`config.mk`:
```
export PLATFORM = sky130hd
export DESIGN_NAME = alu_multicycle
export DESIGN_NICKNAME = d
export VERILOG_FILES = /design/src/rtl/alu_pkg.sv /design/src/rtl/alu_multiplier.sv /design/src/rtl/alu_multicycle.sv
export SDC_FILE = /design/constraint.sdc
export NUM_CORES = 1
export LEC_CHECK = 0
export ABC_AREA = 1
export ABC_CLOCK_PERIOD_IN_PS = 5800
export CELL_PAD_IN_SITES_DETAIL_PLACEMENT = 0
export CELL_PAD_IN_SITES_GLOBAL_PLACEMENT = 2
export CORE_MARGIN = 5
export CORE_UTILIZATION = 35
export CTS_BUF_LIST = sky130_fd_sc_hd__clkbuf_4
export CTS_CLUSTER_DIAMETER = 40
export DETAILED_ROUTE_END_ITERATION = 8
export GPL_TIMING_DRIVEN = 0
export PLACE_DENSITY = 0.95
export SLEW_MARGIN = 20
export SYNTH_ARGS = -nofsm -noshare
export SYNTH_HDL_FRONTEND = slang
export SYNTH_SLANG_ARGS = --single-unit
```
`constraint.sdc`:
```
create_clock -name clk -period 5.8 [get_ports clk]
set_clock_uncertainty 0.1 [all_clocks]
set_input_delay 0.58 -clock clk [delete_from_list [all_inputs] [get_ports clk]]
set_output_delay 0.58 -clock clk [all_outputs]
set_load 0.05 [all_outputs]
```
`src/rtl/alu_pkg.sv`:
```
// Shared definitions for the multi-cycle ALU: op codes, FSM encoding, width default.
package alu_pkg;

  localparam int DATA_WIDTH_DEF = 32;

  // 4-bit operation codes from ALU control
  localparam logic [3:0] OP_MUL = 4'b0001;
  localparam logic [3:0] OP_OR  = 4'b0010;
  localparam logic [3:0] OP_ADD = 4'b0011;
  localparam logic [3:0] OP_SUB = 4'b0100;
  localparam logic [3:0] OP_LUI = 4'b0101;
  localparam logic [3:0] OP_AND = 4'b0110;
  localparam logic [3:0] OP_NOR = 4'b0111;
  localparam logic [3:0] OP_SLL = 4'b1000;
  localparam logic [3:0] OP_SRL = 4'b1010;

  typedef enum logic {
    ST_IDLE     = 1'b0,
    ST_MUL_BUSY = 1'b1
  } state_e;

endpackage

```
`src/rtl/alu_multiplier.sv`:
```
// Iterative shift-add multiplier: one partial product per cycle, low W bits kept.
// done is combinational and marks the cycle whose edge performs the final step,
// with product already holding that final sum, so the caller can register it
// on the same edge.
module alu_multiplier #(
  parameter int W     = 32,
  parameter int STEPS = W
) (
  input  logic         clk,
  input  logic         reset,
  input  logic         start,
  input  logic [W-1:0] a,
  input  logic [W-1:0] b,
  output logic         busy,
  output logic         done,
  output logic [W-1:0] product
);

  localparam int CW = $clog2(STEPS) + 1;

  logic [W-1:0]  a_q, a_d;
  logic [W-1:0]  b_q, b_d;
  logic [W-1:0]  acc_q, acc_d;
  logic [CW-1:0] cnt_q, cnt_d;
  logic          busy_q, busy_d;

  assign busy    = busy_q;
  assign done    = busy_q && (cnt_q == CW'(STEPS - 1));
  assign product = acc_q + (b_q[0] ? a_q : '0);

  // Load operands on start, then add the shifted multiplicand per set multiplier bit
  always_comb begin
    a_d    = a_q;
    b_d    = b_q;
    acc_d  = acc_q;
    cnt_d  = cnt_q;
    busy_d = busy_q;
    if (busy_q) begin
      acc_d = product;
      a_d   = a_q << 1;
      b_d   = b_q >> 1;
      cnt_d = cnt_q + 1'b1;
      if (done) begin
        busy_d = 1'b0;
        cnt_d  = '0;
      end
    end else if (start) begin
      a_d    = a;
      b_d    = b;
      acc_d  = '0;
      cnt_d  = '0;
      busy_d = 1'b1;
    end
  end

  // State registers; reset aborts any multiply in flight
  always_ff @(posedge clk) begin
    if (reset) begin
      a_q    <= '0;
      b_q    <= '0;
      acc_q  <= '0;
      cnt_q  <= '0;
      busy_q <= 1'b0;
    end else begin
      a_q    <= a_d;
      b_q    <= b_d;
      acc_q  <= acc_d;
      cnt_q  <= cnt_d;
      busy_q <= busy_d;
    end
  end

endmodule

```
`src/rtl/alu_multicycle.sv`:
```
// Multi-cycle ALU: single-cycle logic/arith/shift ops plus an iterative MUL.
// Results and flags are registered and held until the next valid_o pulse.
module alu_multicycle
  import alu_pkg::*;
#(
  parameter int DATA_WIDTH = DATA_WIDTH_DEF,
  parameter int MUL_STEPS  = DATA_WIDTH
) (
  input  logic                  clk,
  input  logic                  reset,
  input  logic                  start_i,
  input  logic [3:0]            alu_operation_i,
  input  logic [DATA_WIDTH-1:0] a_data_i,
  input  logic [DATA_WIDTH-1:0] b_data_i,
  input  logic [4:0]            shamt_i,
  output logic                  ready_o,
  output logic                  valid_o,
  output logic [DATA_WIDTH-1:0] result_o,
  output logic                  zero_o,
  output logic                  overflow_o,
  output logic                  invalid_o
);

  localparam int MSB = DATA_WIDTH - 1;

  state_e                state_q, state_d;
  logic [DATA_WIDTH-1:0] result_q, result_d;
  logic                  valid_q, valid_d;
  logic                  zero_q, zero_d;
  logic                  ovf_q, ovf_d;
  logic                  inv_q, inv_d;

  logic [DATA_WIDTH-1:0] sum, diff, alu_res;
  logic                  alu_ovf, alu_inv;
  logic                  mul_start, mul_busy, mul_done;
  logic [DATA_WIDTH-1:0] mul_product;

  alu_multiplier #(
    .W     (DATA_WIDTH),
    .STEPS (MUL_STEPS)
  ) u_mul (
    .clk     (clk),
    .reset   (reset),
    .start   (mul_start),
    .a       (a_data_i),
    .b       (b_data_i),
    .busy    (mul_busy),
    .done    (mul_done),
    .product (mul_product)
  );

  // Multiplier busy is folded in so ready can never overlap a running multiply
  assign ready_o    = (state_q == ST_IDLE) && !mul_busy;
  assign valid_o    = valid_q;
  assign result_o   = result_q;
  assign zero_o     = zero_q;
  assign overflow_o = ovf_q;
  assign invalid_o  = inv_q;

  // Single-cycle datapath; LUI places b[15:0] in the upper half
  always_comb begin
    sum     = a_data_i + b_data_i;
    diff    = a_data_i - b_data_i;
    alu_res = '0;
    alu_ovf = 1'b0;
    alu_inv = 1'b0;
    case (alu_operation_i)
      OP_ADD: begin
        alu_res = sum;
        alu_ovf = (a_data_i[MSB] == b_data_i[MSB]) && (sum[MSB] != a_data_i[MSB]);
      end
      OP_SUB: begin
        alu_res = diff;
        alu_ovf = (a_data_i[MSB] != b_data_i[MSB]) && (diff[MSB] != a_data_i[MSB]);
      end
      OP_OR:  alu_res = a_data_i | b_data_i;
      OP_AND: alu_res = a_data_i & b_data_i;
      OP_NOR: alu_res = ~(a_data_i | b_data_i);
      OP_LUI: alu_res = b_data_i << 16;
      OP_SLL: alu_res = b_data_i << shamt_i;
      OP_SRL: alu_res = b_data_i >> shamt_i;
      OP_MUL: alu_res = '0;
      default: alu_inv = 1'b1;
    endcase
  end

  // FSM next state and output register updates
  always_comb begin
    state_d   = state_q;
    result_d  = result_q;
    zero_d    = zero_q;
    ovf_d     = ovf_q;
    inv_d     = inv_q;
    valid_d   = 1'b0;
    mul_start = 1'b0;
    case (state_q)
      ST_IDLE: begin
        if (start_i && ready_o) begin
          if (alu_operation_i == OP_MUL) begin
            mul_start = 1'b1;
            state_d   = ST_MUL_BUSY;
          end else begin
            valid_d  = 1'b1;
            result_d = alu_res;
            zero_d   = (alu_res == '0);
            ovf_d    = alu_ovf;
            inv_d    = alu_inv;
          end
        end
      end
      ST_MUL_BUSY: begin
        if (mul_done) begin
          state_d  = ST_IDLE;
          valid_d  = 1'b1;
          result_d = mul_product;
          zero_d   = (mul_product == '0);
          ovf_d    = 1'b0;
          inv_d    = 1'b0;
        end
      end
      default: state_d = ST_IDLE;
    endcase
  end

  // Registered state and outputs; reset wins over start
  always_ff @(posedge clk) begin
    if (reset) begin
      state_q  <= ST_IDLE;
      result_q <= '0;
      valid_q  <= 1'b0;
      zero_q   <= 1'b0;
      ovf_q    <= 1'b0;
      inv_q    <= 1'b0;
    end else begin
      state_q  <= state_d;
      result_q <= result_d;
      valid_q  <= valid_d;
      zero_q   <= zero_d;
      ovf_q    <= ovf_d;
      inv_q    <= inv_d;
    end
  end

endmodule

```
==> flow_summary.yaml <==
outcome:
  status: "complete, no violations"
clock_network:
  worst_setup_hold_path_clk_slew_ps: 140
  total_of_hold_buffers_inserted_after_clock_tree_synthesis: 0
  numCtsBuffers: 17
  cts_setup_buffers: 0
  worst_skew_pair.late_latency_ps: 590
  clock_tree.buffer_depth: 2
  clock-sinks: 140
  cts_repair_resized_insts: 0
  tritoncts: "done"
  cts.htree.levels: 4
  cts-root-buf: "clkbuf_4"
routing:
  num_vias: 23200
  final_antenna_net_count: 0
  routed_wire_length_per_instance_um: 25.1
  drt-vias-per-instance: 5.69
  detail_route.wirelength_mm: 102
  drc: 0
  drt_pass_1_iters: 8
  detail_route.iter0.violations: 2816
logic_synthesis:
  synthFlopType: "dfxtp_1"
  synth-edff-count: 0
  synth_async_sr_flop_share: 0
  ys_seq_area_frac: 0.158
  ys_ff_latch: 140
  synthesis.area_mm2: 0.0177
  synth_top_cell_by_area: "nand2_1"
  top_area_cell_type_share_of_the_netlist_area: 0.215
  syn-mean-instance-area_um2: 5.43
  synthCells: 3265
  yosysWarningCount: 0
  post_synth_main_area_contributors: "nand2_1, dfxtp_1, nand3_1, ha_1, inv_1"
  syn-num-nets: 3480
  synth_cell_type_count: 46
worst_setup_path:
  worst-path-max-fanout: 7
  setup.worst_path.start_class: "input pin"
  register_to_register_setup_slack_ps: 1820
  launch_point_of_the_worst_reg_to_reg_path: "u_mul.b_q[0]"
  r2r_cells: 22
  timing_worst_setup_path_type: "in2reg"
  cpMaxStageDelayCell: "clkdlybuf4s50_1"
  rr_endpoint: "zero_o"
  timing.critical_path.cells: "clkdlybuf4s50_1 > inv_1 > ha_1 > inv_1 > nand2_1 > nand2_1 > inv_1 > nand2_1 > inv_1 > nand2_1 > o21ai_0 > nand3_1 > nor2_1 > nand3_1 > nor2_1 > nand2_1 > nor2_1 > nand2_1 > nand3_1 > nand2_1 > inv_1"
  path_common_cell: "nand2_1"
  worst_setup_path_end_kind: "register"
  critical_path_arrival_ps: 4960
  slowest_delay_ps: 950
  timing.critical_path.required_ps: 6250
pwr:
  power_density_mw_per_mm2: 153
  peakVddDrop_v: 0.000128
  power_leakage_nw: 9.92
layout:
  nets: 3609
  post_route_cells_drive_above_1_share: 0.0379
  final_core_utilization: 0.398
  area_growth_syn_to_layout_pct: 12.7
timing:
  post-route-worst-setup-slack_ps: 1280
  min_period_ps: 4520
  max_freq_mhz: 221
  timing.setup.tns_ps: 0
  setup_viol_count_final: 0
  max_slew_vio_count: 0
  timing.max_slew.rel_slack: 0.384
  period_share: 0.779
  max_slew.worst_pin.slew_ps: 924
  grt_setup_unrepaired: "no"
  hold_viol: 0
global_route:
  maximum_number_of_pins_on_one_net_before_global_route_repair: 17
  grt_overflow_total: 0
  grtUsageTotal: 0.349
  grt_first_pass_wirelength_mm: 144
  grt_pass1_vias: 21100
  grt_antenna_before_repair: 2
hold_path:
  worstHoldEndpoint: "u_mul.b_q[4]"
  hold_path.startpoint: "u_mul.b_q[4]"
  worst_hold_path_type: "reg2reg"
  holdPathStages: 2
floorplan:
  floorplan.core_area_mm2: 0.0502
  design.die.area_mm2: 0.0553
  core.rowCount: 82
  boundaryPins: 113
  dieHeight_um: 235
  initial_core_utilization: 0.353
  fp.dieW_um: 235
place:
  place_worst_setup_slack_ps: 800
  dp.final_hpwl_mm: 86.5
  gp_congestion: 1.02
  port_buffers: 110
job:
  max-cap-violations: 0
## per-layer routing
layer	track usage	wire length [µm]
met5	0	0
met4	0.154	5820
met1	0.480	44000
met3	0.0569	9260
met2	0.537	43100
## logic make-up after synthesis
logic type,count (synthesis),synth area share
AOI/OAI and AO/OA,431,0.142
buffers and inverters,565,0.128
DFF,140,0.158
and+or+nand+nor,1974,0.465
xor gates and xnor gates,16,0.00790
adders and majority gates,139,0.0994
## registers in the layout (all words and copies together), names as in the netlist
signal	cells
result_o	32
overflow_o	1
u_mul.cnt_q	6
state_q	1
u_mul.acc_q	32
invalid_o	1
u_mul.a_q	32
valid_o	1
u_mul.busy	1
zero_o	1
u_mul.b_q	32
## cell usage in the layout, fill, tap and decap left out, drive strengths merged, types with 2 or more instances in the layout
cell type      netlist  layout
nor3                30      30
clkdlybuf4s50        0     110
ha                 136     136
a22o                 2       2
o21ai              133     133
clkinvlp             0       3
bufinv               0       3
or2                  7       7
o21bai              13      13
o22ai               14      14
dfxtp              140     140
a21o                 3       3
o211ai              13      13
nand4               34      34
a21boi               2       2
xor2                11      11
inv                421     426
nand3              476     476
o2111ai              4       4
nand2             1020    1020
nor4                 3       3
and2                11      11
a22oi               15      15
a31oi               42      42
nand3b               6       6
nor2               384     384
a211oi               3       3
buf                 78      78
fa                   3       3
a221oi              29      29
xnor2                5       5
clkbuf              66      83
clkinv               0       4
a21oi              148     148
o21a                 8       8
and3                 2       2
## area by class of cell
type	instances	area, µm²
clock inverters	15	188
repair buffers	110	1100
clock buffers	17	128
plain buffers	144	684
multi-input cells	2560	12700
diodes	1	2.50
well taps	672	841
fillers	5765	30200
inverters	421	1580
flip-flops and latches	140	2800
## Yosys cell counts (13+ instances only)
cell      count
nand4_1      34
o211ai_1     13
o21ai_0     128
nor2_1      376
a31oi_1      42
a221oi_1     29
inv_1       412
o21bai_1     13
nand2_1    1015
clkbuf_1     62
nand3_1     476
buf_1        13
buf_2        54
nor3_1       30
o22ai_1      14
a22oi_1      15
ha_1        136
a21oi_1     148
dfxtp_1     140
## worst max-delay path: cells and delay by family
family,cells,cell delay (ps)
simple gates,13,1600
fa+ha+maj,1,560
buf+inv,6,1530
compound gates,1,690
## worst max path at each step
stage                            start  endpoint
after global routing       b_data_i[6]    zero_o
final                      b_data_i[6]    zero_o
after CTS                  b_data_i[6]    zero_o
after detailed placement   b_data_i[6]    zero_o
after floorplan           u_mul.b_q[0]    zero_o
after global placement     b_data_i[6]    zero_o
## power breakdown
part | total [W] | internal [W] | leakage, nW | switching (W)
Combinational | 0.00132 | 0.000355 | 8.63 | 0.000968
Sequential | 0.00101 | 0.000986 | 1.13 | 0.0000212
Clock | 0.000738 | 0.000307 | 0.160 | 0.000431
Total | 0.00307 | 0.00165 | 9.92 | 0.00142
## stage by stage
step                      area [µm²]  total power [W]  hold slack, ps  cells
final                          20000          0.00307             375   4080
after global placement         19700          0.00230             344   4047
after floorplan                17700          0.00176             344   3265
after global routing           20000          0.00319             398   4080
after detailed placement       19700          0.00230             358   4047
after CTS                      20000          0.00302             377   4079
Note: power is estimated with default switching activity, not from simulation.
